File: config.mk
export PLATFORM = sky130hd
export DESIGN_NAME = tlc_phase_arbiter
export DESIGN_NICKNAME = d
export VERILOG_FILES = /design/src/rtl/tlc_pkg.sv /design/src/rtl/tlc_rr_pick.sv /design/src/rtl/tlc_phase_arbiter.sv
export SDC_FILE = /design/constraint.sdc
export NUM_CORES = 1
export LEC_CHECK = 0
export CORE_MARGIN = 8
export CORE_UTILIZATION = 30
export DETAILED_ROUTE_END_ITERATION = 8
export GPL_TIMING_DRIVEN = 1
export SETUP_SLACK_MARGIN = 0.05
export SLEW_MARGIN = 0
export SYNTH_ARGS = -nofsm -noshare
export SYNTH_HDL_FRONTEND = slang
export SYNTH_SLANG_ARGS = --single-unit
File: constraint.sdc
create_clock -name clock -period 2.2 [get_ports clock]
set_input_delay 0.66 -clock clock [delete_from_list [all_inputs] [get_ports clock]]
set_output_delay 0.66 -clock clock [all_outputs]
set_load 0.02 [all_outputs]
File: src/rtl/tlc_pkg.sv
// Shared types for the multi-approach traffic phase arbiter.
// Lamp encodings and the phase enum used by the top and the picker.
package tlc_pkg;

    typedef logic [2:0] tlc_light_t;

    localparam tlc_light_t LIGHT_RED    = 3'b100;
    localparam tlc_light_t LIGHT_YELLOW = 3'b010;
    localparam tlc_light_t LIGHT_GREEN  = 3'b001;

    typedef enum logic [1:0] {
        PH_GREEN  = 2'b00,
        PH_YELLOW = 2'b01,
        PH_ALLRED = 2'b10
    } tlc_phase_t;

endpackage

File: src/rtl/tlc_rr_pick.sv
// Combinational round-robin picker: first set bit of pend
// searching start, start+1, ... modulo N.
module tlc_rr_pick
    import tlc_pkg::*;
#(
    parameter int N  = 4,
    parameter int AW = $clog2(N)
) (
    input  logic [N-1:0]  pend,
    input  logic [AW-1:0] start,
    output logic          valid,
    output logic [AW-1:0] idx
);

    int k;

    always_comb begin
        valid = 1'b0;
        idx   = start;
        k     = 0;
        for (int i = 0; i < N; i++) begin
            k = int'(start) + i;
            if (k >= N) begin
                k = k - N;
            end
            if (!valid && pend[k]) begin
                valid = 1'b1;
                idx   = AW'(k);
            end
        end
    end

endmodule

File: src/rtl/tlc_phase_arbiter.sv
// N-approach signal phase arbiter: min/max green, fixed yellow and
// all-red, round-robin service and pedestrian walk per approach.
module tlc_phase_arbiter
    import tlc_pkg::*;
#(
    parameter int N_APP       = 4,
    parameter int CW          = 8,
    parameter int T_MIN_GREEN = 5,
    parameter int T_MAX_GREEN = 20,
    parameter int T_YELLOW    = 3,
    parameter int T_ALLRED    = 1,
    parameter int T_WALK      = 4
) (
    input  logic                     clock,
    input  logic                     reset,
    input  logic                     tick,
    input  logic [N_APP-1:0]         sensor,
    input  logic [N_APP-1:0]         ped_btn,
    output logic [3*N_APP-1:0]       lights,
    output logic [N_APP-1:0]         walk,
    output logic [$clog2(N_APP)-1:0] active,
    output logic [1:0]               phase
);

    localparam int AW = $clog2(N_APP);

    tlc_phase_t       state_q, state_d;
    logic [CW-1:0]    timer_q, timer_d;
    logic [AW-1:0]    active_q, active_d;
    logic [AW-1:0]    next_q, next_d;
    logic [N_APP-1:0] ped_pend_q, ped_pend_d;
    logic             walk_q, walk_d;

    logic [N_APP-1:0] pend, others;
    logic [AW-1:0]    start_idx, pick_idx;
    logic             pick_valid;
    logic [CW:0]      t_inc;

    always_comb begin
        pend             = sensor | ped_pend_q;
        others           = pend;
        others[active_q] = 1'b0;
        if (active_q == AW'(N_APP - 1)) begin
            start_idx = '0;
        end else begin
            start_idx = active_q + 1'b1;
        end
    end

    tlc_rr_pick #(
        .N  (N_APP),
        .AW (AW)
    ) u_pick (
        .pend  (others),
        .start (start_idx),
        .valid (pick_valid),
        .idx   (pick_idx)
    );

    always_comb begin
        state_d    = state_q;
        timer_d    = timer_q;
        active_d   = active_q;
        next_d     = next_q;
        ped_pend_d = ped_pend_q | ped_btn;
        walk_d     = walk_q;
        t_inc      = {1'b0, timer_q} + 1'b1;
        if (tick) begin
            if (timer_q != '1) begin
                timer_d = timer_q + 1'b1;
            end
            case (state_q)
                PH_GREEN: begin
                    if (walk_q && t_inc >= (CW+1)'(T_WALK)) begin
                        walk_d = 1'b0;
                    end
                    // pick_valid doubles as "others pending"
                    if (t_inc >= (CW+1)'(T_MIN_GREEN) && pick_valid &&
                        (!sensor[active_q] ||
                         t_inc >= (CW+1)'(T_MAX_GREEN))) begin
                        state_d = PH_YELLOW;
                        timer_d = '0;
                        next_d  = pick_idx;
                        walk_d  = 1'b0;
                    end
                end
                PH_YELLOW: begin
                    if (t_inc >= (CW+1)'(T_YELLOW)) begin
                        state_d = PH_ALLRED;
                        timer_d = '0;
                    end
                end
                PH_ALLRED: begin
                    if (t_inc >= (CW+1)'(T_ALLRED)) begin
                        state_d            = PH_GREEN;
                        timer_d            = '0;
                        active_d           = next_q;
                        walk_d             = ped_pend_q[next_q] |
                                             ped_btn[next_q];
                        ped_pend_d[next_q] = 1'b0;
                    end
                end
                default: begin
                    state_d = PH_GREEN;
                    timer_d = '0;
                end
            endcase
        end
    end

    always_ff @(posedge clock) begin
        if (reset) begin
            state_q    <= PH_GREEN;
            timer_q    <= '0;
            active_q   <= '0;
            next_q     <= '0;
            ped_pend_q <= '0;
            walk_q     <= 1'b0;
        end else begin
            state_q    <= state_d;
            timer_q    <= timer_d;
            active_q   <= active_d;
            next_q     <= next_d;
            ped_pend_q <= ped_pend_d;
            walk_q     <= walk_d;
        end
    end

    always_comb begin
        lights = '0;
        walk   = '0;
        for (int i = 0; i < N_APP; i++) begin
            lights[3*i +: 3] = LIGHT_RED;
            if (active_q == AW'(i)) begin
                case (state_q)
                    PH_GREEN:  lights[3*i +: 3] = LIGHT_GREEN;
                    PH_YELLOW: lights[3*i +: 3] = LIGHT_YELLOW;
                    default:   lights[3*i +: 3] = LIGHT_RED;
                endcase
                walk[i] = walk_q && (state_q == PH_GREEN);
            end
        end
        phase  = state_q;
        active = active_q;
    end

endmodule

### Word-level counts from Yosys, hierarchy flattened

Index checks and enable logic that the tools add are counted.

* add/subtract/negate cells: 10
* $lt $le $gt $ge: 17
* eq/ne operators: 10
* mux-type cells: 60
* bitwise gates (word level): 7
* reduce and logical (&&, ||, !) cells: 21

Operators with widths (number)
* $lt 32x4->1 const B: 4
* $mux 32: 4
* $ge 32x4->1 const B: 3
* $sub 32x4->32 const B: 3
* $mux 8: 4
* $mux 1: 24
* $pmux 8 s3: 1
* $ge 9x3->1 const B: 2
* $mux 2: 8
* $bmux 1 s2: 7
* $mux 3: 4
* $mux 4: 3
* $add 8x1->9 const B: 1
* $ge 9x1->1 const B: 1
* $ge 9x2->1 const B: 1
* $ge 9x5->1 const B: 1
* $logic_and 1x1->1: 9
* $add 8x1->8 const B: 1
* $and 4x4->4: 2
* $ne 8x8->1 const B: 1
* $not 4->4: 2
* $or 4x4->4: 2
* $reduce_and 4->1: 2
* $add 2x2->3 const B: 2
* 20 further kinds: 33

* register bits: 19
* output and inout port bits: 20

### Longest topological paths before layout

* depth in word-level cells: 23
* mapped depth: 9
* mapped depth without buffers: 8

### Cells and area by module

A second synthesis with hierarchy kept.

* cells, all modules: 216
* area, all modules: 1610.3 µm²

Modules (own cells, without submodules)
* tlc_phase_arbiter: instances 1, cells an instance 200, area each 1514.0 µm², seq. area each 380.4 µm²
* tlc_rr_pick: instances 1, cells an instance 16, area each 96.3 µm², seq. area each 0.0 µm²

### Least setup slack after synthesis

OpenSTA, ideal clock, no wires.

* path kind: flip-flop to flip-flop
* from: register timer_q[1]
* to: register timer_q[0]
* arrival time: 2.214 ns
* path slack: -0.089 ns
* stages on the path, launching flop included: 10
* path buffers: 1
* clock period less this slack: 2.289 ns
* path through: dfxtp_1 clkbuf_1 inv_1 ha_1 nor4b_1 a22oi_1 nand3_1 o311ai_2 a2111o_1 o22ai_1

* longest elaborated chain between the ends: 6

Ends and longest elaborated chain
* from (decl): line tlc_phase_arbiter.sv:28 `logic [CW-1:0] timer_q, timer_d;`
* from (signal assigned): line tlc_phase_arbiter.sv:121 `timer_q <= timer_d;`
* $add 8x1->9: line tlc_phase_arbiter.sv:67 `t_inc = {1'b0, timer_q} + 1'b1;`
* $ge 9x3->1 or $ge 9x5->1 (tied branches): line tlc_phase_arbiter.sv:78, tlc_phase_arbiter.sv:80
* $logic_and 1x1->1 or $logic_or 1x1->1 (tied branches): line tlc_phase_arbiter.sv:78, tlc_phase_arbiter.sv:79
* $logic_and 1x1->1: line tlc_phase_arbiter.sv:78 `if (t_inc >= (CW+1)'(T_MIN_GREEN) && pick_valid &&`
* $mux 8: line tlc_phase_arbiter.sv:78
* $pmux 8 s3 *: line tlc_phase_arbiter.sv:72 `case (state_q)`

Every way passes the cells marked *; elsewhere a longest branch is shown, timed or not.
A chain may end at the register's enable or synchronous reset.

### Final worst setup path

* from: register timer_q[3]
* to: register timer_q[0]

The elaborated chain is that of the path after synthesis.

==> out/qor.yml <==
syn_area_per_cell_um2: 7.53
rows: 26
dpl.hpwl_mm: 3.64
die_area_mm2: 0.00773
start_util_pct: 30.8
seqCellArea_um2: 395
peakVddDrop_mv: 0.468
drc: 0
syn-cell-area_mm2: 0.00155
mostFrequentLayoutCells: "buf_4 (35), nor2_1 (24), nand2_1 (19), a21oi_1 (15), dfxtp_1 (13)"
detailed_place.area_mm2: 0.00213
drv_slew: 0
routed_wl_mm: 4.76
fin_ws_ps: 56.2
setup_tns_ps: 0
yosysSeqAreaShare_pct: 24.5
relSlewSlack_pct: 72.2
internal-power_mw: 0.640
setup_viol: 0
fill_cells: 531
async_flop_share_pct: 0
rsz0062_at_grt: "true"
min-delay-path-class: "flop to flop"
fin_crit_sh_pct: 97.4
die_y_um: 87.9
synth_ff_type: "dfxtp_1"
synth_cell_type_count: 51
tightest_slew_ps: 416
cts.sinks: 19
place.gp.congestion: 0.902
grt_overflow_total: 0
finalHoldViolations: 0
p_sw_share_pct: 30.9
clockRootBuffer: "clkbuf_8"
crit_arrival_ps: 2330
yosysTopAreaCellShare_pct: 24.5
vias: 1685
postLayoutCoreUtil_pct: 45.3
cp_data_required_time_ps: 2380
cts_max_path_buffers: 2
antenna_cells: 0
layout-drive-gt1-share_pct: 30.4
multi_input_area_mm2: 0.00120
cts.clk_slew.worst_paths_ps: 80
start_kind: "flop"
period_needed_ps: 2140
skew_ps: 4.21
pwr-share-clk_pct: 27.2
place_ws_ps: -287
pin_count: 31
firstDrtPassIters: 4
antenna_found_initial: 0
grt_usage_pct: 12.4
avgViaCountPerCell: 5.11
design_area_mm2: 0.00229
switchingPower_mw: 0.286
cts_tree: "done"
p_total_mw: 0.926
num-nets-final: 280
clkLatencyLatePin_ps: 250
leakage_nw: 0.931
outcome: "complete, no violations"
cp_max_fo: 9
synth_seq_cells: 19
grt_pass1_vias: 1644
synth_edf_count: 0
synth.area.top_cells: "dfxtp_1 (25%), ha_1 (6.5%), nor2_1 (6.0%)"
cts_inserted_buffers: 3
io_buffers: 30
coreArea_mm2: 0.00504
cts.htree.levels: 1
syn_to_final_growth_pct: 47.3
die_w_um: 87.9
antenna_left: 0
crit_type: "flop to flop"
synth_cells: 206
synth_top_cell_by_area: "dfxtp_1"
grt_max_degree: 17
cp-end-kind: "flop"
routedWlPerCell_um: 14.4
drt-initial-drc-count: 51
p_per_area_mw_per_mm2: 405
grt_pass1_wl_mm: 7.86
combPwrFrac_pct: 31.1
synth_warnings: 0
max_freq_mhz: 466
drv_cap: 0
final_common_cell: "buf_4"
seqPwrFrac_pct: 41.7
syn-num-nets: 225
final timing paths:
kind | end | slack [ps] | cells after the start | start
max | timer_q[0] | 60 | 6 | timer_q[3]
min | walk_q | 460 | 2 | walk_q
max reg2reg | timer_q[0] | 60 | 6 | timer_q[3]
min reg2reg | walk_q | 460 | 2 | walk_q
area by class of cell:
type                       instances  share of cell area (%)
tap                               70                    3.83
inverter                           8                    1.42
clock buffer                       3                    1.81
timing repair buffer              66                    22.9
multi-input combinational        163                    52.4
sequential                        19                    17.3
clock inverter                     1                   0.328
cell families after synthesis:
group / synth area share (%)
compound gates: 27.3
fa+ha+maj: 6.45
buf+inv: 6.21
flops: 24.5
mux: 6.21
simple gates: 29.3
worst max-delay path: stages, from the launching register on:
cell      delay [ps]
dfxtp_1          330
buf_4            170
or4_4            550
nand3_1          150
o311ai_4         130
a2111o_1         560
o22ai_1          190
power by group through the flow:
stage | Clock, mW | Combinational (mW) | Sequential (mW)
2_1_floorplan | 0 | 0.148 | 0.379
3_3_place_gp | 0 | 0.239 | 0.388
3_5_place_dp | 0 | 0.243 | 0.388
4_1_cts | 0.260 | 0.253 | 0.384
5_1_grt | 0.271 | 0.312 | 0.390
6_report | 0.252 | 0.288 | 0.386
Yosys cell counts, drive strengths merged, types with 3 or more instances:
master and count:
clkbuf 8, nand4 3, mux2 3, nand3 11, and3 7, nor4b 3
o311ai 3, nor3 4, o21ai 6, nand3b 3, a21oi 16, ha 8
inv 8, a211oi 4, dfxtp 19, nand2b 7, nand2 20, buf 8
mux2i 4, a311oi 4, nor2 25
repair_timing:
action                                  4_1_cts  5_1_grt
hold buffers                                  0        0
pin swaps                                     7       15
resized for setup                            31       31
endpoints found under the setup margin       36       29
buffers inserted                              1        4
layer usage:
layer  vias up  wire (µm)  track usage, %
met3         2        115            1.69
met4         0         20            1.41
met2        25       2500            22.9
met5         -          0               0
li1        867          -               -
met1       791       2120            15.2
flip-flops by register name (all words and copies together) (netlist names):
register    flops
phase           2
next_q          2
timer_q         8
active          2
walk_q          1
ped_pend_q      4
per-stage QoR:
stage               instances  hold slack [ps]
global placement          322              445
global route              330              480
detailed placement        322              451
finish                    330              459
CTS                       327              462
floorplan                 206              437
(Power assumes the default switching activity.)
